`src/rtl/hdmi_capture_controller.sv`:
```
// rtl/hdmi_capture_controller.sv - vSync-aligned pixel word capture sequencer feeding the frame FIFO.
// Optional build macro FRAME_MARKER_EN prepends a {16'hF5A3, frame count} header word to each frame.
module hdmi_capture_controller #(
    parameter int H_ACTIVE = 800,
    parameter int V_ACTIVE = 480,
    parameter int FCOUNT_W = 16
) (
    input  logic                i_clock,
    input  logic                i_reset,
    input  logic                i_enable,
    input  logic                i_vSync,
    input  logic                i_hSync,
    input  logic                i_dataValid,
    input  logic [31:0]         i_data,
    input  logic                i_fifoFull,
    output logic                o_fifoWrite,
    output logic [31:0]         o_fifoData,
    output logic                o_frameStart,
    output logic                o_busy,
    output logic                o_overflow,
    output logic                o_geometryError,
    output logic [FCOUNT_W-1:0] o_frameCount
);

    localparam int WORDS_PER_LINE = H_ACTIVE * 3 / 4;
    localparam int WC_W = $clog2(WORDS_PER_LINE + 1);
    localparam int LC_W = $clog2(V_ACTIVE + 1);
    localparam logic [WC_W-1:0] LAST_WORD = WC_W'(WORDS_PER_LINE - 1);
    localparam logic [LC_W-1:0] LAST_LINE = LC_W'(V_ACTIVE - 1);

    typedef enum logic [1:0] {
        S_IDLE,
        S_WAIT_VSYNC,
        S_ACTIVE,
        S_DROP
    } state_t;

    state_t            r_state;
    state_t            w_next;
    logic              r_vsync_q;
    logic              r_hsync_q;
    logic [WC_W-1:0]   r_word_cnt;
    logic [LC_W-1:0]   r_line_cnt;
    logic              r_first;

    logic              w_vs_rise;
    logic              w_hs_rise;
    logic              w_in_valid;
    logic [31:0]       w_in_data;
    logic              w_hdr_now;
    logic [15:0]       w_fc16;
    logic              w_write;
    logic              w_pix;
    logic [31:0]       w_wdata;
    logic              w_ovf_set;
    logic              w_geo_set;
    logic              w_geo;
    logic              w_last;
    logic              w_clr;
    logic              w_flag_clr;
    logic              w_frame_done;

    assign w_vs_rise = i_vSync & ~r_vsync_q;
    assign w_hs_rise = i_hSync & ~r_hsync_q;
    assign w_fc16    = 16'(o_frameCount);
    assign o_busy    = (r_state != S_IDLE);

`ifdef FRAME_MARKER_EN
    logic        r_hdr_pend;
    logic        r_skid_valid;
    logic [31:0] r_skid_data;

    // While the skid holds a word it is served first and the live input refills it.
    assign w_hdr_now  = r_hdr_pend;
    assign w_in_valid = r_skid_valid | i_dataValid;
    assign w_in_data  = r_skid_valid ? r_skid_data : i_data;

    always_ff @(posedge i_clock) begin
        if (i_reset) begin
            r_hdr_pend   <= 1'b0;
            r_skid_valid <= 1'b0;
            r_skid_data  <= '0;
        end else begin
            r_hdr_pend <= w_clr;
            if (r_state == S_ACTIVE && w_next == S_ACTIVE && (r_hdr_pend || r_skid_valid)) begin
                r_skid_valid <= i_dataValid;
                r_skid_data  <= i_data;
            end else begin
                r_skid_valid <= 1'b0;
            end
        end
    end
`else
    assign w_hdr_now  = 1'b0;
    assign w_in_valid = i_dataValid;
    assign w_in_data  = i_data;
`endif

    always_ff @(posedge i_clock) begin
        if (i_reset) begin
            r_state <= S_IDLE;
        end else begin
            r_state <= w_next;
        end
    end

    always_comb begin
        w_next       = r_state;
        w_write      = 1'b0;
        w_pix        = 1'b0;
        w_wdata      = w_in_data;
        w_ovf_set    = 1'b0;
        w_geo_set    = 1'b0;
        w_clr        = 1'b0;
        w_flag_clr   = 1'b0;
        w_frame_done = 1'b0;
        w_geo  = (w_hs_rise && r_word_cnt != '0) ||
                 (w_vs_rise && (r_word_cnt != '0 || r_line_cnt != '0));
        w_last = (r_word_cnt == LAST_WORD) && (r_line_cnt == LAST_LINE);
        case (r_state)
            S_IDLE: begin
                if (i_enable) begin
                    w_next     = S_WAIT_VSYNC;
                    w_flag_clr = 1'b1;
                end
            end
            S_WAIT_VSYNC: begin
                if (!i_enable) begin
                    w_next = S_IDLE;
                end else if (w_vs_rise) begin
                    w_next = S_ACTIVE;
                    w_clr  = 1'b1;
                end
            end
            S_ACTIVE: begin
                w_geo_set = w_geo;
                if (w_hdr_now) begin
                    w_ovf_set = i_fifoFull;
                    w_write   = ~i_fifoFull & ~w_geo;
                    w_wdata   = {16'hF5A3, w_fc16};
                end else begin
                    w_ovf_set = w_in_valid & i_fifoFull;
                    w_pix     = w_in_valid & ~i_fifoFull & ~w_geo;
                    w_write   = w_pix;
                end
                if (w_ovf_set || w_geo_set) begin
                    w_next = S_DROP;
                end else if (w_pix && w_last) begin
                    w_frame_done = 1'b1;
                    w_next       = i_enable ? S_WAIT_VSYNC : S_IDLE;
                end
            end
            S_DROP: begin
                if (w_vs_rise) begin
                    if (i_enable) begin
                        w_next = S_ACTIVE;
                        w_clr  = 1'b1;
                    end else begin
                        w_next = S_IDLE;
                    end
                end
            end
            default: w_next = S_IDLE;
        endcase
    end

    always_ff @(posedge i_clock) begin
        if (i_reset) begin
            r_vsync_q       <= 1'b0;
            r_hsync_q       <= 1'b0;
            r_word_cnt      <= '0;
            r_line_cnt      <= '0;
            r_first         <= 1'b0;
            o_fifoWrite     <= 1'b0;
            o_fifoData      <= '0;
            o_frameStart    <= 1'b0;
            o_overflow      <= 1'b0;
            o_geometryError <= 1'b0;
            o_frameCount    <= '0;
        end else begin
            r_vsync_q    <= i_vSync;
            r_hsync_q    <= i_hSync;
            o_fifoWrite  <= w_write;
            o_frameStart <= w_write & r_first;
            if (w_write) begin
                o_fifoData <= w_wdata;
                r_first    <= 1'b0;
            end
            if (w_clr) begin
                r_first    <= 1'b1;
                r_word_cnt <= '0;
                r_line_cnt <= '0;
            end else if (w_pix) begin
                if (r_word_cnt == LAST_WORD) begin
                    r_word_cnt <= '0;
                    r_line_cnt <= (r_line_cnt == LAST_LINE) ? '0 : r_line_cnt + LC_W'(1);
                end else begin
                    r_word_cnt <= r_word_cnt + WC_W'(1);
                end
            end
            if (w_frame_done) begin
                o_frameCount <= o_frameCount + FCOUNT_W'(1);
            end
            if (w_flag_clr) begin
                o_overflow      <= 1'b0;
                o_geometryError <= 1'b0;
            end else begin
                if (w_ovf_set) o_overflow      <= 1'b1;
                if (w_geo_set) o_geometryError <= 1'b1;
            end
        end
    end

endmodule

```
`config.mk`:
```
export PLATFORM = sky130hd
export DESIGN_NAME = hdmi_capture_controller
export DESIGN_NICKNAME = d
export VERILOG_FILES = /design/src/rtl/hdmi_capture_controller.sv
export SDC_FILE = /design/constraint.sdc
export NUM_CORES = 1
export LEC_CHECK = 0
export CORE_ASPECT_RATIO = 2
export CORE_UTILIZATION = 52
export CTS_CLUSTER_DIAMETER = 120
export DETAILED_ROUTE_END_ITERATION = 16
export PLACE_DENSITY = 0.84
export REMOVE_ABC_BUFFERS = 1
export SYNTH_ARGS = -nofsm -noshare
export SYNTH_HDL_FRONTEND = slang
export SYNTH_SLANG_ARGS = --single-unit
```
`constraint.sdc`:
```
create_clock -name i_clock -period 6 [get_ports i_clock]
set_clock_uncertainty 0.2 [all_clocks]
set_input_delay 1.2 -clock i_clock [delete_from_list [all_inputs] [get_ports i_clock]]
set_output_delay 1.2 -clock i_clock [all_outputs]
set_load 0.1 [all_outputs]
```
==> impl_metrics.py <==
metrics = {
    "logic_synthesis": {
        "synthAdderAreaFrac_pct": 1.85,
        "synth_top_family_by_area": "simple AND/OR/NAND/NOR gates",
        "yosys_warnings": 0,
        "syn_area_mm2": 0.00338,
        "avgSynthCellArea_um2": 8.93,
        "ys_ff_latch": 76,
        "post_synth_and_or_nand_nor_area_fraction_pct": 22.5,
        "synth_edf_count": 0,
        "syn_inst": 378,
        "synth_compound_gate_area_share_pct": 15.2,
        "synth-xor-area-share_pct": 1.30,
        "muxShareOfSynthArea_pct": 10.1,
        "synth.distinct_cells": 41,
        "async_flop_share_pct": 0,
        "ys.flop_type": "dfxtp_1",
        "yosysSeqAreaShare_pct": 45.1,
    },
    "clocking": {
        "cts_setup_buffers": 0,
        "clock-root-buffer": "clkbuf_16",
        "cts_buffers": 9,
        "cts_resized": 0,
        "cts_max_level": 3,
        "cts_hold_buf": 0,
        "clock_path_buffers": 2,
        "clock_latency_ns": 0.33,
        "cts.reportedPaths.clkPinSlew_ns": 0.06,
        "cts_sinks": 76,
        "cts_tree": "done",
    },
    "global_route": {
        "first_global_vias": 3208,
        "grt_start_max_net_pins": 58,
        "grt_pass1_wl_mm": 14.4,
        "antenna_found_initial": 0,
        "grt_usage_pct": 27.8,
        "grt_overflow": 0,
    },
    "detailed_routing": {
        "drt_iter0_drc": 214,
        "vias": 3269,
        "first_pass_iters": 4,
        "routed_wl_mm": 8.78,
        "wl_per_cell_um": 15.8,
        "drc_errors": 0,
        "avgViaCountPerCell": 5.88,
        "ant_nets": 0,
    },
    "floorplan": {
        "die_x_um": 59.0,
        "pin_count": 92,
        "initial_utilization_pct": 53.5,
        "die_h_um": 116,
        "placementRows": 41,
        "core-area_mm2": 0.00631,
        "die_area_mm2": 0.00684,
    },
    "sta": {
        "worst_slack_ns": 2.43,
        "fmax_mhz": 280,
        "grt_setup_unrepaired": "no",
        "finalCritPeriodShare_pct": 59.4,
        "relSlewSlack_pct": 18.9,
        "hold_viol": 0,
        "period_needed_ns": 3.57,
        "tightest_slew_ns": 1.21,
        "final.setup.tns_ns": 0,
        "slew_violations": 0,
        "setup_viol": 0,
    },
    "placement": {
        "port_buffers": 91,
        "dp_slack_ns": 2.24,
        "routabilityCongestion": 0.855,
        "dp_hpwl_mm": 6.29,
    },
    "job": {
        "max_cap_violations": 0,
    },
    "setup_path": {
        "ff2ff_setup_slack_ns": 2.93,
        "path_max_fanout": 10,
        "worstSetupStartpointType": "flip-flop",
        "crit_start": "r_state[0]",
        "crit_type": "reg2out",
        "r2r-end": "o_frameCount[10]",
        "worstRegToRegCells": 7,
        "crit_end": "o_busy",
        "reg2reg_from": "r_line_cnt[0]",
        "end_kind": "output port",
        "cp.arrival_ns": 2.17,
        "cp.required_ns": 4.60,
    },
    "cells_and_area": {
        "fin_util_pct": 74.1,
        "drive_gt1_share_pct": 5.53,
        "final_common_cell": "clkdlybuf4s50_1",
        "syn_to_final_growth_pct": 38.4,
        "antenna_cells": 0,
        "finalNetCount": 509,
        "final_cell_mix": "clkdlybuf4s50_1 (90), dfxtp_1 (76), nor2_1 (40), mux2i_1 (34), a21oi_1 (28)",
    },
    "power_and_ir_drop": {
        "power_density_mw_per_mm2": 246,
        "ir_drop_mv": 0.210,
        "cellLeakagePower_nw": 1.54,
    },
    "hold_path": {
        "hold_class": "reg2reg",
    },
    "run_status": {
        "outcome": "finished clean",
    },
}
-- power by group --
| group | leakage (nW) | internal [mW] | switching (mW) |
|---|---|---|---|
| logic | 0.769 | 0.0302 | 0.0349 |
| registers | 0.613 | 0.508 | 0.00270 |
| clock network | 0.159 | 0.373 | 0.202 |
| total | 1.54 | 0.911 | 0.239 |
-- final cells by class --
| class | instances | area, um2 |
|---|---|---|
| Clock buffer | 11 | 243 |
| Fill cell | 471 | 1640 |
| Sequential cell | 76 | 1520 |
| Clock inverter | 5 | 75.1 |
| Multi-Input combinational cell | 270 | 1730 |
| Inverter | 11 | 41.3 |
| Tap cell | 86 | 108 |
| Timing Repair Buffer | 97 | 951 |
-- worst max-delay path, stage by stage (launching register included) --
cell	delay (ns)
dfxtp_1	0.52
or2_2	0.18
clkdlybuf4s50_1	1.13
-- flip-flops by register name, summed over array words and instances (netlist names) --
signal,cells
o_overflow,1
r_word_cnt,10
r_vsync_q,1
o_fifoData,32
r_hsync_q,1
o_geometryError,1
o_frameCount,16
o_frameStart,1
r_line_cnt,9
o_fifoWrite,1
r_state,2
r_first,1
-- per-layer routing --
layer	share of wire, %	GRT usage [%]	routed length, um
met3	6.0	8.26	523
met2	55	49.5	4870
met5	0	0	0
met4	3.4	15.1	302
met1	35	28.0	3090
-- synthesized netlist by cell type (3+ instances only) --
cell,n,area [um2]
dfxtp_1,76,1520
nor2_1,40,150
mux2i_1,34,340
a21oi_1,28,140
nand2_1,22,82.6
o21ai_0,20,100
nand3_1,17,85.1
or4_1,15,113
clkbuf_1,13,48.8
o31ai_1,13,97.6
inv_1,11,41.3
or3_1,9,56.3
and3_1,8,50.1
nand4_1,8,50.1
ha_1,5,62.6
nor4_1,5,31.3
xnor2_1,5,43.8
buf_2,4,20.0
o311ai_0,4,35.0
a2111oi_0,3,26.3
a211oi_1,3,22.5
a31oi_1,3,18.8
and2_1,3,18.8
buf_1,3,11.3
nor2b_1,3,18.8
-- per-stage QoR --
step	std cells	power, mW	instance area, um2	hold WS, ns
finish	556	1.15	4670	0.285
detailed placement	540	0.586	4360	0.275
CTS	556	1.16	4670	0.288
global placement	540	0.585	4360	0.260
global route	556	1.19	4670	0.290
floorplan	357	0.547	3280	0.243
-- kinds of logic after synthesis --
logic type               after synthesis
buffers and inverters                 32
AO/OA/AOI/OAI                         83
adder cells (fa/ha/maj)                5
AND/OR/NAND/NOR                      143
multiplexers                          34
XOR/XNOR                               5
flip-flops                            76
-- how the worst min path moves through the flow --
stage	from	end	slack (ns)	cells past startpoint
6_report	r_first	o_frameStart	0.29	1
5_1_grt	r_first	o_frameStart	0.29	1
4_1_cts	r_first	o_frameStart	0.29	1
3_5_place_dp	r_first	o_frameStart	0.27	1
3_3_place_gp	r_first	r_first	0.26	2
2_1_floorplan	r_first	r_first	0.24	2
No activity file was read; power rests on OpenSTA's default activity.
